$ cat src/rtl/multicycle_controller.sv
`default_nettype none
// multicycle_controller: fetch/decode/exec/mem/wb sequencer for a shared-port multi-cycle RV32I core.
// Revision 1.0 - initial release
module multicycle_controller #(
  parameter int MEM_TIMEOUT = 255,
  parameter int CNT_W       = 8
) (
  input  logic        clk,
  input  logic        reset,
  input  logic [6:0]  op,
  input  logic        take_branch,
  input  logic        mem_ready,
  output logic        mem_req,
  output logic        mem_we,
  output logic        adr_src,
  output logic        ir_write,
  output logic        pc_write,
  output logic [1:0]  pc_src,
  output logic        reg_write,
  output logic        trap,
  output logic [1:0]  trap_cause,
  output logic [2:0]  state,
  output logic [31:0] instret
);

  typedef enum logic [2:0] {
    S_RST    = 3'd0,
    S_FETCH  = 3'd1,
    S_DECODE = 3'd2,
    S_EXEC   = 3'd3,
    S_MEM    = 3'd4,
    S_WB     = 3'd5,
    S_TRAP   = 3'd6,
    S_UNUSED = 3'd7
  } state_t;

  localparam logic [6:0] OP_LOAD   = 7'b0000011;
  localparam logic [6:0] OP_ALUI   = 7'b0010011;
  localparam logic [6:0] OP_AUIPC  = 7'b0010111;
  localparam logic [6:0] OP_STORE  = 7'b0100011;
  localparam logic [6:0] OP_LUI    = 7'b0110111;
  localparam logic [6:0] OP_ALU    = 7'b0110011;
  localparam logic [6:0] OP_BRANCH = 7'b1100011;
  localparam logic [6:0] OP_JALR   = 7'b1100111;
  localparam logic [6:0] OP_JAL    = 7'b1101111;

  localparam logic [1:0] CAUSE_NONE    = 2'b00;
  localparam logic [1:0] CAUSE_ILLEGAL = 2'b01;
  localparam logic [1:0] CAUSE_TIMEOUT = 2'b10;

  localparam logic [1:0] PCSRC_PLUS4 = 2'b00;
  localparam logic [1:0] PCSRC_IMM   = 2'b01;
  localparam logic [1:0] PCSRC_ALU   = 2'b10;

  localparam logic [CNT_W-1:0] TIMEOUT_CNT = CNT_W'(MEM_TIMEOUT);

  state_t           cur_state;
  state_t           nxt_state;
  logic [CNT_W-1:0] wait_cnt;
  logic [1:0]       cause_nxt;
  logic             retire;
  logic             legal_op;
  logic             is_load;
  logic             is_store;
  logic             is_branch;
  logic             timed_out;

  assign state = cur_state;

  always_comb begin
    legal_op = 1'b0;
    case (op)
      OP_LOAD, OP_ALUI, OP_AUIPC, OP_STORE, OP_LUI,
      OP_ALU, OP_BRANCH, OP_JALR, OP_JAL: legal_op = 1'b1;
      default:                            legal_op = 1'b0;
    endcase
  end

  assign is_load   = (op == OP_LOAD);
  assign is_store  = (op == OP_STORE);
  assign is_branch = (op == OP_BRANCH);

  // A ready response in the same cycle always wins over the timeout.
  assign timed_out = (wait_cnt == TIMEOUT_CNT) && !mem_ready;

  always_comb begin
    nxt_state = cur_state;
    cause_nxt = trap_cause;
    mem_req   = 1'b0;
    mem_we    = 1'b0;
    adr_src   = 1'b0;
    ir_write  = 1'b0;
    pc_write  = 1'b0;
    pc_src    = PCSRC_PLUS4;
    reg_write = 1'b0;
    retire    = 1'b0;

    case (cur_state)
      S_RST: begin
        nxt_state = S_FETCH;
      end

      S_FETCH: begin
        mem_req = 1'b1;
        if (mem_ready) begin
          ir_write  = 1'b1;
          nxt_state = S_DECODE;
        end else if (timed_out) begin
          nxt_state = S_TRAP;
          cause_nxt = CAUSE_TIMEOUT;
        end
      end

      S_DECODE: begin
        if (legal_op) begin
          nxt_state = S_EXEC;
        end else begin
          nxt_state = S_TRAP;
          cause_nxt = CAUSE_ILLEGAL;
        end
      end

      S_EXEC: begin
        if (!legal_op) begin
          nxt_state = S_TRAP;
          cause_nxt = CAUSE_ILLEGAL;
        end else if (is_branch) begin
          pc_write  = 1'b1;
          pc_src    = take_branch ? PCSRC_IMM : PCSRC_PLUS4;
          retire    = 1'b1;
          nxt_state = S_FETCH;
        end else if (is_load || is_store) begin
          nxt_state = S_MEM;
        end else begin
          nxt_state = S_WB;
        end
      end

      S_MEM: begin
        mem_req = 1'b1;
        adr_src = 1'b1;
        mem_we  = is_store;
        if (mem_ready) begin
          if (is_store) begin
            pc_write  = 1'b1;
            retire    = 1'b1;
            nxt_state = S_FETCH;
          end else begin
            nxt_state = S_WB;
          end
        end else if (timed_out) begin
          nxt_state = S_TRAP;
          cause_nxt = CAUSE_TIMEOUT;
        end
      end

      S_WB: begin
        reg_write = 1'b1;
        pc_write  = 1'b1;
        retire    = 1'b1;
        if (op == OP_JAL) begin
          pc_src = PCSRC_IMM;
        end else if (op == OP_JALR) begin
          pc_src = PCSRC_ALU;
        end
        nxt_state = S_FETCH;
      end

      S_TRAP: begin
        nxt_state = S_TRAP;
      end

      default: begin
        nxt_state = S_TRAP;
        cause_nxt = CAUSE_ILLEGAL;
      end
    endcase
  end

  always_ff @(posedge clk or posedge reset) begin
    if (reset) begin
      cur_state  <= S_RST;
      trap       <= 1'b0;
      trap_cause <= CAUSE_NONE;
      instret    <= 32'd0;
    end else begin
      cur_state  <= nxt_state;
      trap       <= (nxt_state == S_TRAP);
      trap_cause <= cause_nxt;
      if (retire) begin
        instret <= instret + 32'd1;
      end
    end
  end

  // Any state change (including entry to FETCH or MEM) restarts the wait count.
  always_ff @(posedge clk or posedge reset) begin
    if (reset) begin
      wait_cnt <= '0;
    end else if (mem_ready || (nxt_state != cur_state)) begin
      wait_cnt <= '0;
    end else if ((cur_state == S_FETCH) || (cur_state == S_MEM)) begin
      wait_cnt <= wait_cnt + 1'b1;
    end
  end

endmodule
`default_nettype wire

$ cat config.mk
export PLATFORM = sky130hd
export DESIGN_NAME = multicycle_controller
export DESIGN_NICKNAME = d
export VERILOG_FILES = /design/src/rtl/multicycle_controller.sv
export SDC_FILE = /design/constraint.sdc
export NUM_CORES = 1
export LEC_CHECK = 0
export CAP_MARGIN = 20
export CORE_ASPECT_RATIO = 2
export CORE_UTILIZATION = 32
export DETAILED_ROUTE_END_ITERATION = 10
export GPL_TIMING_DRIVEN = 0
export PLACE_DENSITY = 0.59
export SYNTH_ARGS = -nofsm -noshare
export SYNTH_HDL_FRONTEND = slang
export SYNTH_SLANG_ARGS = --single-unit
$ cat constraint.sdc
create_clock -name clk -period 4.3 [get_ports clk]
set_clock_uncertainty 0.05 [all_clocks]
set_input_delay 0.86 -clock clk [delete_from_list [all_inputs] [get_ports clk]]
set_output_delay 0.86 -clock clk [all_outputs]
set_load 0.01 [all_outputs]
After elaboration in Yosys (flattened, before gate mapping) --
Cells that the tools add are included. W data, S select, Z words.
Word-level totals: bits in registers 46, output and inout bits 46, input bits 11
Operators by class: reductions and logical operators 13, $add $sub $neg 2, bitwise logic cells 1, muxes and demuxes 33, eq/ne operators 21
Operators with widths (count):
- $add A32 B1 Y32 const B | 1
- $eq A7 B6 Y1 const B | 3
- $eq A7 B7 Y1 const B | 3
- $mux W3 | 7
- $mux W8 | 2
- $mux W1 | 15
- $pmux W3 S5 | 1
- $eq A7 B5 Y1 const B | 2
- $eq A3 B3 Y1 const B | 4
- $mux W2 | 5
- $reduce_or A9 Y1 | 1
- $add A8 B1 Y8 const B | 1
- $eq A8 B8 Y1 const B | 1
- $eq A7 B2 Y1 const B | 1
- $eq A3 B2 Y1 const B | 2
- $pmux W2 S3 | 1
- $reduce_or A2 Y1 | 3
- $ne A2 B2 Y1 const B | 2
- $pmux W2 S2 | 1
- $reduce_and A4 Y1 | 1
- $eq A3 B1 Y1 const B | 1
- $logic_not A3 Y1 | 1
- $logic_or A1 B1 Y1 | 3
- $ne A3 B3 Y1 | 1
- 7 further kinds | 7

Longest topological paths before layout --
depth after elaboration 9, depth in mapped cells 8, gate-level depth less buffers 7

Worst setup path after synthesis --
OpenSTA, ideal clock, no wires.
kind input -> output, start in op[6], end out pc_write, required time 3390 ps, buffers on the path 1, slack 1637 ps, cell stages on the path 5, data arrival time 1753 ps, cells stage by stage clkbuf_8 -> and4bb_2 -> a311o_2 -> nand2_4 -> inv_2
On the way: word-level cells in the longest chain between the ends 5, elaborated cells between the ends (all ways) 16
Ends and longest elaborated chain:
- start, declared | line 10 | input logic [6:0] op,
- $eq A7 B2 Y1, or another cell as far along | line 72 | case (op)
- $reduce_or A9 Y1 | line 72
- $mux W1 | line 72
- $mux W1 | line 124 | if (!legal_op) begin
- $pmux W1 S3 * | line 98 | case (cur_state)
- end, declared | line 17 | output logic pc_write,
Mark *: on every way between the ends. The rest lies on a longest branch, timed or not.

Worst setup path in the final report --
start in op[2], end out pc_write
Same word-level chain as after synthesis.

==> results.cfg <==
[logic_synthesis]
synthDistinctLibCells = 51
synth_top_area_share_pct = 44.6
avgSynthCellArea_um2 = 10.0
synth.area.top_cells = dfrtp_1 45%, xnor2_1 6.8%, xor2_1 6.5%, nand3_1 3.9%, nor2_1 2.9%
synth_commonest_cells = 46 x dfrtp_1, 20 x nand3_1, 20 x nor2_1, 20 x xnor2_1
yosysMostFrequentCell = dfrtp_1
synth-async-reset-ratio_pct = 100
synth_fp_nets = 270
synth_area_leader_cell = dfrtp_1
yosysWarnings = 0
syn_area_um2 = 2580
ys_seq_area_share_pct = 44.6
ys_ff_latch = 46
synth_ff_type = dfrtp_1
synth_edf_count = 0
synthCells = 257

[layout]
antenna_cells = 0
final_layout_size_suffix_gt1_share_pct = 10.6
seq_area_um2 = 1150
fin_cells = 417
area_growth_pct = 33.2
fin_nets = 333
n_fill_cell = 800
multi_input_area_um2 = 1330

[drt]
drt_wl_total_um = 6260
routed-via-count = 2156
wl_per_cell_um = 15.0
drc = 0
ant_nets = 0
avgViaCountPerCell = 5.17
drt_iter0_drc = 119
firstDrtPassIters = 4

[floorplanning]
core.rowCount = 46
core_area_um2 = 7890
dieArea_um2 = 8450
die_x_um = 65.5
io_pins = 57
die_h_um = 129
start_util_pct = 32.7

[setup_path]
path_class = input pin to primary output
cp.arrival_ns = 2.83
startpoint_type = input pin
cp_max_fo = 10
setup.worst_path.start = op[2]
critPathRequiredTime_ns = 3.39
end_kind = primary output
worstReg2RegStart = wait_cnt[0]

[cts]
cts_made_buffers = 5
clockBufferDepth = 2
postCtsSetupBuffers = 0
cts_resized = 0
cts_sinks = 46
cts_tree = done
cts_root_buffer = clkbuf_16
cts.clk_slew.worst_paths_ns = 0.06
h-tree-depth = 2
postCtsHoldBufs = 0
insertion_delay_ns = 0.29

[sta]
tightest_slew_ns = 0.791
rsz0062_at_grt = false
setup_viol = 0
fmaxAchievable_mhz = 267
finalSetupTns_ns = 0
max_slew_margin_pct = 47.0
fin_crit_sh_pct = 87.0
hold_viol = 0
period_minus_slack_ns = 3.74
drv_slew = 0

[grt]
grt_max_degree = 39
grt_antenna_before_repair = 0
grt_pass1_wl_um = 10700
grt_util_all_layers_pct = 16.5
gr-total-overflow = 0
first_global_vias = 2172

[power]
p_seq_share_pct = 47.4
internal-power_uw = 755
power_uw = 969
swShare_pct = 22.1
pwr-share-comb_pct = 7.5
p_sw_uw = 214
clkPwrFrac_pct = 45.1
leakagePower_nw = 1.49
p_per_area_nw_per_um2 = 282
peakVddDrop_mv = 0.195

[place]
port_buffers = 55
place.gp.congestion = 0.859
dp.cells = 409
hpwl_um = 4650

[worst_hold_path]
worstHoldStart = instret[31]
min_path_type = register to register

[run_status]
outcome = finished, final reports clean

[run]
max-cap-violations = 0
power by group through the flow:
| stage | clock [mW] | sequential, mW | combinational, mW |
|---|---|---|---|
| after floorplan | 0 | 0.467 | 0.0302 |
| after global placement | 0 | 0.467 | 0.0707 |
| after detailed placement | 0 | 0.466 | 0.0737 |
| after CTS | 0.451 | 0.458 | 0.0744 |
| after global routing | 0.472 | 0.460 | 0.0805 |
| final | 0.437 | 0.459 | 0.0728 |
path summary, 6_finish.rpt:
| path | to | slack [ns] | depth (start not counted) |
|---|---|---|---|
| min in group asynchronous | wait_cnt[2] | 0.76 | 2 |
| max in group asynchronous | instret[13] | 2.98 | 3 |
| worst min register to register | instret[31] | 0.41 | 1 |
| worst min-delay path | instret[31] | 0.41 | 1 |
| worst max register to register | wait_cnt[5] | 2.12 | 6 |
| worst max-delay path | pc_write | 0.56 | 6 |
worst max-delay path, stage by stage:
cell and delay (ns):
clkdlybuf4s50_1 0.50, or2_1 0.32, o21ai_4 0.26, nand2_4 0.12
inv_2 0.18, clkdlybuf4s50_1 0.58
cell usage in the layout, fill, tap and decap left out, types with 2 or more instances in the layout:
cell,n
clkdlybuf4s50_1,55
ha_1,2
dfrtp_1,46
inv_2,4
xnor2_1,20
nor2_1,20
clkbuf_16,5
nand2_1,19
xor2_1,19
and2_1,2
a31oi_1,2
nand2b_1,3
nand4b_1,4
nor4_1,11
nor3_1,15
and2b_2,2
a211oi_1,4
nand4_4,2
buf_6,2
a21oi_1,9
inv_1,9
nand4_1,7
and3_1,4
clkbuf_1,3
nand3_1,20
o21ai_0,2
cells by family after synthesis:
logic type,count (synthesis),synth area share [%]
AND/OR/NAND/NOR,122,28.4
multiplexers,1,0.388
buffers and inverters,19,3.78
AO/OA/AOI/OAI,28,8.63
adder cells (fa/ha/maj),2,0.970
flip-flops,46,44.6
XOR/XNOR,39,13.2
stage by stage:
stage | hold slack [ns] | utilization, % | setup WS (ns) | cell area (um2)
final | 0.415 | 43.6 | 0.559 | 3440
after global routing | 0.427 | 43.6 | 0.418 | 3440
after CTS | 0.423 | 43.6 | 0.546 | 3440
after detailed placement | 0.411 | 41.5 | 0.558 | 3270
after global placement | 0.408 | 41.2 | 0.566 | 3250
after floorplan | 0.454 | - | 1.64 | 2580
layer usage:
layer	vias up	wire length, um	GRT usage (%)
li1	1040	-	-
met1	1058	2440	18.6
met2	46	3420	29.0
met3	12	208	2.48
met4	0	190	8.82
met5	-	0	0
cell type report:
type	count	area share (%)
sequential	46	33.5
inverter	13	1.42
timing repair buffer	56	16.6
multi-input combinational	192	38.7
clock buffer	6	3.75
clock inverter	2	1.09
tap	96	3.49
buffer	6	1.42
registers in the layout, indices dropped and copies added (netlist names):
signal	flops
state	3
instret	32
trap_cause	2
wait_cnt	8
trap	1
(Power assumes the default switching activity.)
